File: config.mk
export PLATFORM = sky130hd
export DESIGN_NAME = fifo_stream_arbiter
export DESIGN_NICKNAME = d
export VERILOG_FILES = /design/src/rtl/fifo_stream_arbiter.sv
export SDC_FILE = /design/constraint.sdc
export NUM_CORES = 1
export LEC_CHECK = 0
export BUFFER_PORTS_ARGS = -buffer_cell sky130_fd_sc_hd__buf_2
export CORE_MARGIN = 5
export CORE_UTILIZATION = 42
export DETAILED_ROUTE_END_ITERATION = 12
export MAX_ROUTING_LAYER = met4
export PLACE_DENSITY_LB_ADDON = 0.25
export SYNTH_ARGS = -nofsm -noshare
export SYNTH_HDL_FRONTEND = slang
export SYNTH_SLANG_ARGS = --single-unit
export TNS_END_PERCENT = 5
File: constraint.sdc
create_clock -name clk -period 2.1 [get_ports clk]
set_input_delay 0.21 -clock clk [delete_from_list [all_inputs] [get_ports clk]]
set_output_delay 0.21 -clock clk [all_outputs]
set_load 0.02 [all_outputs]
File: src/rtl/fifo_stream_arbiter.sv
// fifo_stream_arbiter: round-robin arbiter sharing one registered fifo write port among NREQ streams.
// Define ARB_BURST_LOCK_EN to arbitrate per packet (grant held until req_last) instead of per beat.
module fifo_stream_arbiter #(
  parameter int NREQ = 4,
  parameter int WIDTH = 32,
  localparam int SRCW = (NREQ > 2) ? $clog2(NREQ) : 1
) (
  input  logic                  clk,
  input  logic                  resetn,
  input  logic [NREQ*WIDTH-1:0] req_data,
  input  logic [NREQ-1:0]       req_valid,
  input  logic [NREQ-1:0]       req_last,
  output logic [NREQ-1:0]       req_ready,
  output logic [WIDTH-1:0]      out_data,
  output logic [SRCW-1:0]       out_src,
  output logic                  out_last,
  output logic                  out_valid,
  input  logic                  out_ready,
  output logic                  busy
);
  typedef enum logic [1:0] {IDLE, HOLD, LOCKED} state_t;
  state_t state, state_nxt;
  logic [SRCW-1:0] last_grant, grant;
  logic found, load, accept, ends_unit, lock;
  assign lock = state == LOCKED;
  assign load = !out_valid | out_ready;
  assign accept = resetn & load & found;
  assign req_ready = accept ? NREQ'(1) << grant : '0;
  assign busy = out_valid | lock;
`ifdef ARB_BURST_LOCK_EN
  assign ends_unit = req_last[grant];
`else
  assign ends_unit = 1'b1;
`endif
  // Scan farthest-to-nearest so the nearest valid requester after last_grant wins.
  // While locked, out_src still holds the lock owner since only it can be accepted.
  always_comb begin
    grant = '0;
    found = 1'b0;
    for (int k = NREQ; k >= 1; k--) begin
      if (req_valid[(int'(last_grant) + k) % NREQ]) begin
        grant = SRCW'((int'(last_grant) + k) % NREQ);
        found = 1'b1;
      end
    end
    if (lock) begin
      grant = out_src;
      found = req_valid[out_src];
    end
  end
  always_comb begin
    state_nxt = state;
    if (accept) state_nxt = ends_unit ? HOLD : LOCKED;
    else if (state == HOLD && out_ready) state_nxt = IDLE;
  end
  always_ff @(posedge clk) begin
    if (!resetn) begin
      state <= IDLE;
      out_valid <= 1'b0;
      out_data <= '0;
      out_src <= '0;
      out_last <= 1'b0;
      last_grant <= SRCW'(NREQ - 1);
    end else begin
      state <= state_nxt;
      if (accept) begin
        out_valid <= 1'b1;
        out_data <= req_data[int'(grant)*WIDTH +: WIDTH];
        out_src <= grant;
        out_last <= req_last[grant];
      end else if (out_ready) begin
        out_valid <= 1'b0;
      end
      if (accept && ends_unit) last_grant <= grant;
    end
  end
endmodule

==> results.sh, run 1 <==
export IMPL_cts_buffers=5
export IMPL_fmax_mhz=509.9
export IMPL_p_clk_frac=0.216
export IMPL_grt_antenna_before_repair=0
export IMPL_hpwl_um=6228
export IMPL_worstHoldEndpoint="last_grant[1]"
export IMPL_cp_max_fo=34
export IMPL_ant_nets=0
export IMPL_start_util=0.4320
export IMPL_synth_fp_nets=439
export IMPL_cts_resized_gates=0
export IMPL_cp_end_kind="output pin"
export IMPL_path_clk_slew_ns=0.07
export IMPL_preCtsSetupSlack_ns=0.2504
export IMPL_syn_avg_cell_area_sq_um=8.525
export IMPL_worstPathRequired_ns=1.89
export IMPL_design_power_total_mw=2.285
export IMPL_coreArea_sq_um=5921
export IMPL_setup_viol=0
export IMPL_worstRegToRegCells=6
export IMPL_synth_cell_types=25
export IMPL_power_density_nw_per_um2=637.9
export IMPL_intPower_mw=1.477
export IMPL_drive_gt1_frac=0.4323
export IMPL_portBuffers=179
export IMPL_gp_congestion=0.7864
export IMPL_rrSetupSlack_ns=0.29
export IMPL_placedCellCount=534
export IMPL_first_pass_iters=4
export IMPL_grt_pass1_vias=2788
export IMPL_ios=180
export IMPL_switchingPower_mw=0.8081
export IMPL_worst_slack_ns=0.1389
export IMPL_synth_edf_count=0
export IMPL_netSwitchingFraction=0.3536
export IMPL_crit_start="last_grant[1]"
export IMPL_root_buffer="clkbuf_8"
export IMPL_die_w_um=88.04
export IMPL_rsz0062_at_grt="false"
export IMPL_status="finished, final reports clean"
export IMPL_crit_chain="nand2b_1, a21oi_1, o221ai_4, buf_12, nor2b_1, buf_2"
export IMPL_overflow=0
export IMPL_startpoint_type="register"
export IMPL_min_period_ns=1.961
export IMPL_ctsHoldBuffers=0
export IMPL_hp_class="primary input to register"
export IMPL_utilization=0.6050
export IMPL_maxCapViolCount=0
export IMPL_slew_viol_final=0
export IMPL_clk_path_buf_depth=2
export IMPL_placedInstanceArea_sq_um=3495
export IMPL_cts_sinks=38
export IMPL_die_area_sq_um=7750
export IMPL_synth_seq_area_share=0.2975
export IMPL_critical_path_arrival_ns=1.75
export IMPL_finalCritPeriodShare=0.9339
export IMPL_hold_viol=0
export IMPL_grt_first_pass_wirelength_um=12240
export IMPL_fin_cells=540
export IMPL_mostFrequentLayoutCells="buf_2 (179), nand3_1 (65), nand2_1 (38), dfxtp_1 (37), mux2i_1 (35)"
export IMPL_routed_wl_um=8006
export IMPL_num_vias=2844
export IMPL_critical_path_slowest_cell="dfxtp_2"
export IMPL_fin_skew_ns=0.009990
export IMPL_area_delta_synth_final_pct=40.07
export IMPL_ys_warnings_count=0
export IMPL_r2r_start="last_grant[0]"
export IMPL_cts_tree="yes"
export IMPL_seq_power_share=0.388
export IMPL_fp_row_count=28
export IMPL_p_leak_nw=1.600
export IMPL_drc=0
export IMPL_hold_slack_ns=0.1400
export IMPL_syn_inst=300
export IMPL_postCtsSetupRepairBufs=0
export IMPL_nNetsFinal=605
export IMPL_async_flop_share=0
export IMPL_die_y_um=88.04
export IMPL_avgRoutedWirePerCell_um=14.83
export IMPL_viasPerCell=5.267
export IMPL_slew_headroom=0.7394
export IMPL_n_antenna_cell=0
export IMPL_synth_ff_type="dfxtp_1"
export IMPL_htreeDepth=2
export IMPL_grt_max_degree=41
export IMPL_clock_latency_ns=0.28
export IMPL_fin_tns_setup_ns=0
export IMPL_final_common_cell="buf_2"
export IMPL_grt_usage=0.2017
export IMPL_peakVddDrop_uv=379.3
export IMPL_finalInstanceArea_sq_um=3582
export IMPL_synth_seq_cells=38
export IMPL_cpPeakStageDelay_ns=0.39
export IMPL_reg2reg_to="out_data[0]"
export IMPL_p_comb_frac=0.396
export IMPL_netlist_area_sq_um=2557
export IMPL_tightest_slew_ns=0.3909
export IMPL_hold_path_cell_count=2
export IMPL_first_iter_violations=107
export IMPL_path_class="register to output pin"
export IMPL_min_delay_start="resetn"
[power by group through the flow]
stage	sequential [mW]	clock [mW]	combinational, mW
CTS	0.885	0.517	0.912
global route	0.902	0.537	0.982
floorplan	1.02	0	0.449
finish	0.886	0.494	0.906
detailed placement	0.901	0	0.909
global placement	0.897	0	0.897
[per-layer routing]
layer | vias up | wire, um | global-route usage
met3 | 8 | 776 | 0.04327
li1 | 1423 | - | -
met1 | 1278 | 3253 | 0.2328
met2 | 135 | 3885 | 0.3555
met5 | - | 0 | -
met4 | 0 | 90 | 0.04945
[cells in the mapped netlist, types with 2 or more instances]
| library cell | n | area (sq um) |
|---|---|---|
| mux2i_1 | 35 | 350.3 |
| dfxtp_1 | 38 | 760.7 |
| nor2b_1 | 3 | 18.77 |
| a21oi_1 | 2 | 10.01 |
| mux2_1 | 32 | 360.4 |
| clkbuf_1 | 3 | 11.26 |
| buf_2 | 18 | 90.09 |
| nand3_1 | 65 | 325.3 |
| nor2_1 | 7 | 26.28 |
| nand2_1 | 38 | 142.6 |
| o211ai_1 | 32 | 240.2 |
| o221ai_1 | 2 | 17.52 |
| o21ai_0 | 2 | 10.01 |
| nand2b_1 | 5 | 31.28 |
| buf_6 | 6 | 67.56 |
| buf_4 | 3 | 22.52 |
[state kept, by name, summed over array words and instances, names as in the netlist]
register    flops
out_data       32
last_grant      2
out_last        1
out_valid       1
out_src         2
[area by class of cell]
type,instances,area (sq um)
Clock buffer,6,82.58
Tap cell,75,93.84
Fill cell,551,2338
Sequential cell,38,762.0
Multi-Input combinational cell,231,1628
Inverter,1,3.754
Timing Repair Buffer,189,1012
[worst max-delay path, delay by kind of cell (launching register included)]
kind / cells / cell delay [ns]
AOI/OAI and AO/OA: 2 / 0.35
and+or+nand+nor: 2 / 0.28
DFF: 1 / 0.39
buffers and inverters: 2 / 0.43
[worst max-delay path by stage]
stage | end | slack, ns
after global placement | req_ready[2] | 0.27
after global routing | req_ready[1] | 0.009
after floorplan | req_ready[3] | 0.41
after CTS | req_ready[1] | 0.04
after detailed placement | req_ready[2] | 0.25
final | req_ready[3] | 0.14
[cell families after synthesis]
kind of cell | share of synthesized area
AO/OA/AOI/OAI | 0.1189
buffers and inverters | 0.07632
flip-flops | 0.2975
multiplexers | 0.2779
AND/OR/NAND/NOR | 0.2295
No activity file was read; power rests on OpenSTA's default activity.
==> run 2, diff against run 1 <==
--- a/config.mk
+++ b/config.mk
@@ -5,7 +5,7 @@
 export SDC_FILE = /design/constraint.sdc
 export NUM_CORES = 1
 export LEC_CHECK = 0
-export BUFFER_PORTS_ARGS = -buffer_cell sky130_fd_sc_hd__buf_2
+export BUFFER_PORTS_ARGS = -buffer_cell sky130_fd_sc_hd__clkbuf_2
 export CORE_MARGIN = 5
 export CORE_UTILIZATION = 42
 export DETAILED_ROUTE_END_ITERATION = 12
==> run 2 against run 1 <==
Against the previous run: combinational power up 3.5%; routed wire length down 0.69%; critical path depth unchanged; total power is 6.9% higher; sequential power hardly changed; register-to-register slack hardly changed; flip-flop and latch count did not move; clock skew grew 0.00059 ns; count of clock-buffer cells in the layout is 1 higher; sequential share of layout area shrank 0.47 points; setup slack gained 0.00097 ns; critical path type unchanged; critical endpoint is now req_ready[1].
==> results.sh, run 2 (synthesized netlist as in run 1, its figures left out) <==
export IMPL_status="finished, final reports clean"
export IMPL_path_class="register to output pin"
export IMPL_ant_nets=0
export IMPL_regMostFlops="out_data"
export IMPL_tightest_slew_ns=0.3840
export IMPL_first_pass_iters=4
export IMPL_cts_sinks=38
export IMPL_first_iter_violations=70
export IMPL_cp_max_fo=18
export IMPL_critical_path_top_delay_family="flip-flops"
export IMPL_min_period_ns=1.960
export IMPL_cts_tree="yes"
export IMPL_die_area_sq_um=7750
export IMPL_slew_headroom=0.7440
export IMPL_ios=180
export IMPL_multi_input_area_sq_um=1632
export IMPL_fill_cells=515
export IMPL_gp_congestion=0.8631
export IMPL_routed_wl_um=7951
export IMPL_worstPathRequired_ns=1.89
export IMPL_viasPerCell=5.266
export IMPL_startpoint_type="register"
export IMPL_root_buffer="clkbuf_8"
export IMPL_num_vias=2854
export IMPL_hpwl_um=6162
export IMPL_grt_first_pass_wirelength_um=12470
export IMPL_nNetsFinal=605
export IMPL_grt_pass1_vias=2802
export IMPL_utilization=0.6188
export IMPL_cts_buffers=5
export IMPL_overflow=0
export IMPL_path_clk_slew_ns=0.08
export IMPL_finalCritPeriodShare=0.9334
export IMPL_drc=0
export IMPL_setup_viol=0
export IMPL_regArea_sq_um=762.0
export IMPL_critical_path_buf_inv_count=2
export IMPL_n_antenna_cell=0
export IMPL_grt_usage=0.2075
export IMPL_fp_row_count=28
export IMPL_die_y_um=88.04
export IMPL_reg_largest_list="out_data: 32 flops, last_grant: 2 flops, out_src: 2 flops"
export IMPL_final_common_cell="clkbuf_2"
export IMPL_hp_class="primary input to register"
export IMPL_critical_path_slowest_cell="dfxtp_2"
export IMPL_critical_path_arrival_ns=1.75
export IMPL_avgRoutedWirePerCell_um=14.67
export IMPL_clk_path_buf_depth=2
export IMPL_clock_latency_ns=0.29
export IMPL_maxCapViolCount=0
export IMPL_slew_viol_final=0
export IMPL_fin_tns_setup_ns=0
export IMPL_crit_chain="nand2b_1, a21oi_2, o221ai_4, buf_12, nor2b_1, clkbuf_2"
export IMPL_drive_gt1_frac=0.4325
export IMPL_cpPeakStageDelay_ns=0.40
export IMPL_area_delta_synth_final_pct=43.25
export IMPL_largest_register_ffs=32
export IMPL_postCtsSetupRepairBufs=0
export IMPL_rsz0062_at_grt="false"
export IMPL_fmax_mhz=510.2
export IMPL_htreeDepth=2
export IMPL_portBuffers=179
export IMPL_grt_max_degree=41
export IMPL_peakVddDrop_uv=360.8
export IMPL_fin_skew_ns=0.01058
export IMPL_cp_end_kind="output pin"
export IMPL_die_w_um=88.04
export IMPL_power_density_nw_per_um2=666.8
export IMPL_grt_antenna_before_repair=0
export IMPL_start_util=0.4320
export IMPL_mostFrequentLayoutCells="clkbuf_2 (179), nand3_1 (65), nand2_1 (38), dfxtp_1 (37), mux2i_1 (35)"
export IMPL_coreArea_sq_um=5921
export IMPL_hold_viol=0
export IMPL_p_leak_nw=1.644
[run 2: cell count changes in the layout (fill, tap and decap cells not counted), sizes merged]
cell | previous run | this run
clkbuf | 6 | 186
buf | 189 | 9
bufinv | 0 | 1
bufbuf | 0 | 1
[run 2: stage by stage]
step | std cells | hold WS [ns] | setup slack [ns] | total power, mW | cell area, sq um
floorplan | 300 | 0.2818 | 0.4139 | 1.473 | 2557
finish | 542 | 0.1367 | 0.1398 | 2.443 | 3664
CTS | 542 | 0.1276 | 0.06292 | 2.461 | 3652
global placement | 533 | 0.4223 | 0.2325 | 1.803 | 3512
global route | 542 | 0.1567 | 0.01550 | 2.586 | 3664
detailed placement | 533 | 0.4404 | 0.2232 | 1.822 | 3512
[run 2: cell type report]
class                      instances  share of cell area
clock inverter                     1            0.008197
clock buffer                       7             0.02083
timing repair buffer             189              0.2910
multi-input combinational        231              0.4454
tap                               75             0.02561
sequential                        38              0.2080
inverter                           1            0.001025
[run 2: worst reg2reg max path: cells and delay by family, from the launching register on]
family	cells	cell delay [ns]
buf+inv	1	0.39
simple gates	2	0.37
flops	1	0.36
compound gates	2	0.31
mux	1	0.31
[run 2: power by group]
part           internal [mW]  switching (mW)  total (mW)
Combinational          0.420           0.518       0.938
Clock                  0.356           0.260       0.616
Sequential             0.829          0.0591       0.888
Total                   1.60           0.838        2.44
[run 2: layer usage]
layer,global-route usage,vias up,share of wire
li1,-,1421,-
met1,0.2403,1281,0.40
met2,0.3500,131,0.47
met3,0.05080,21,0.096
met4,0.07143,0,0.027
met5,-,-,0
[run 2: what timing repair did]
item | 4_1_cts | 5_1_grt
gates resized for setup | 1 | 3
pin swaps | 0 | 0
cloned | 1 | 0
endpoints found under the setup margin | 2 | 2
hold buffers | 0 | 0
[run 2: path summary, 6_finish.rpt]
path,from,to,slack (ns),cells after the start
hold reg to reg,out_src[1],out_src[1],0.48,2
setup reg to reg,last_grant[0],out_data[2],0.30,6
setup / recovery,last_grant[1],req_ready[1],0.14,6
hold / removal,resetn,last_grant[1],0.14,2
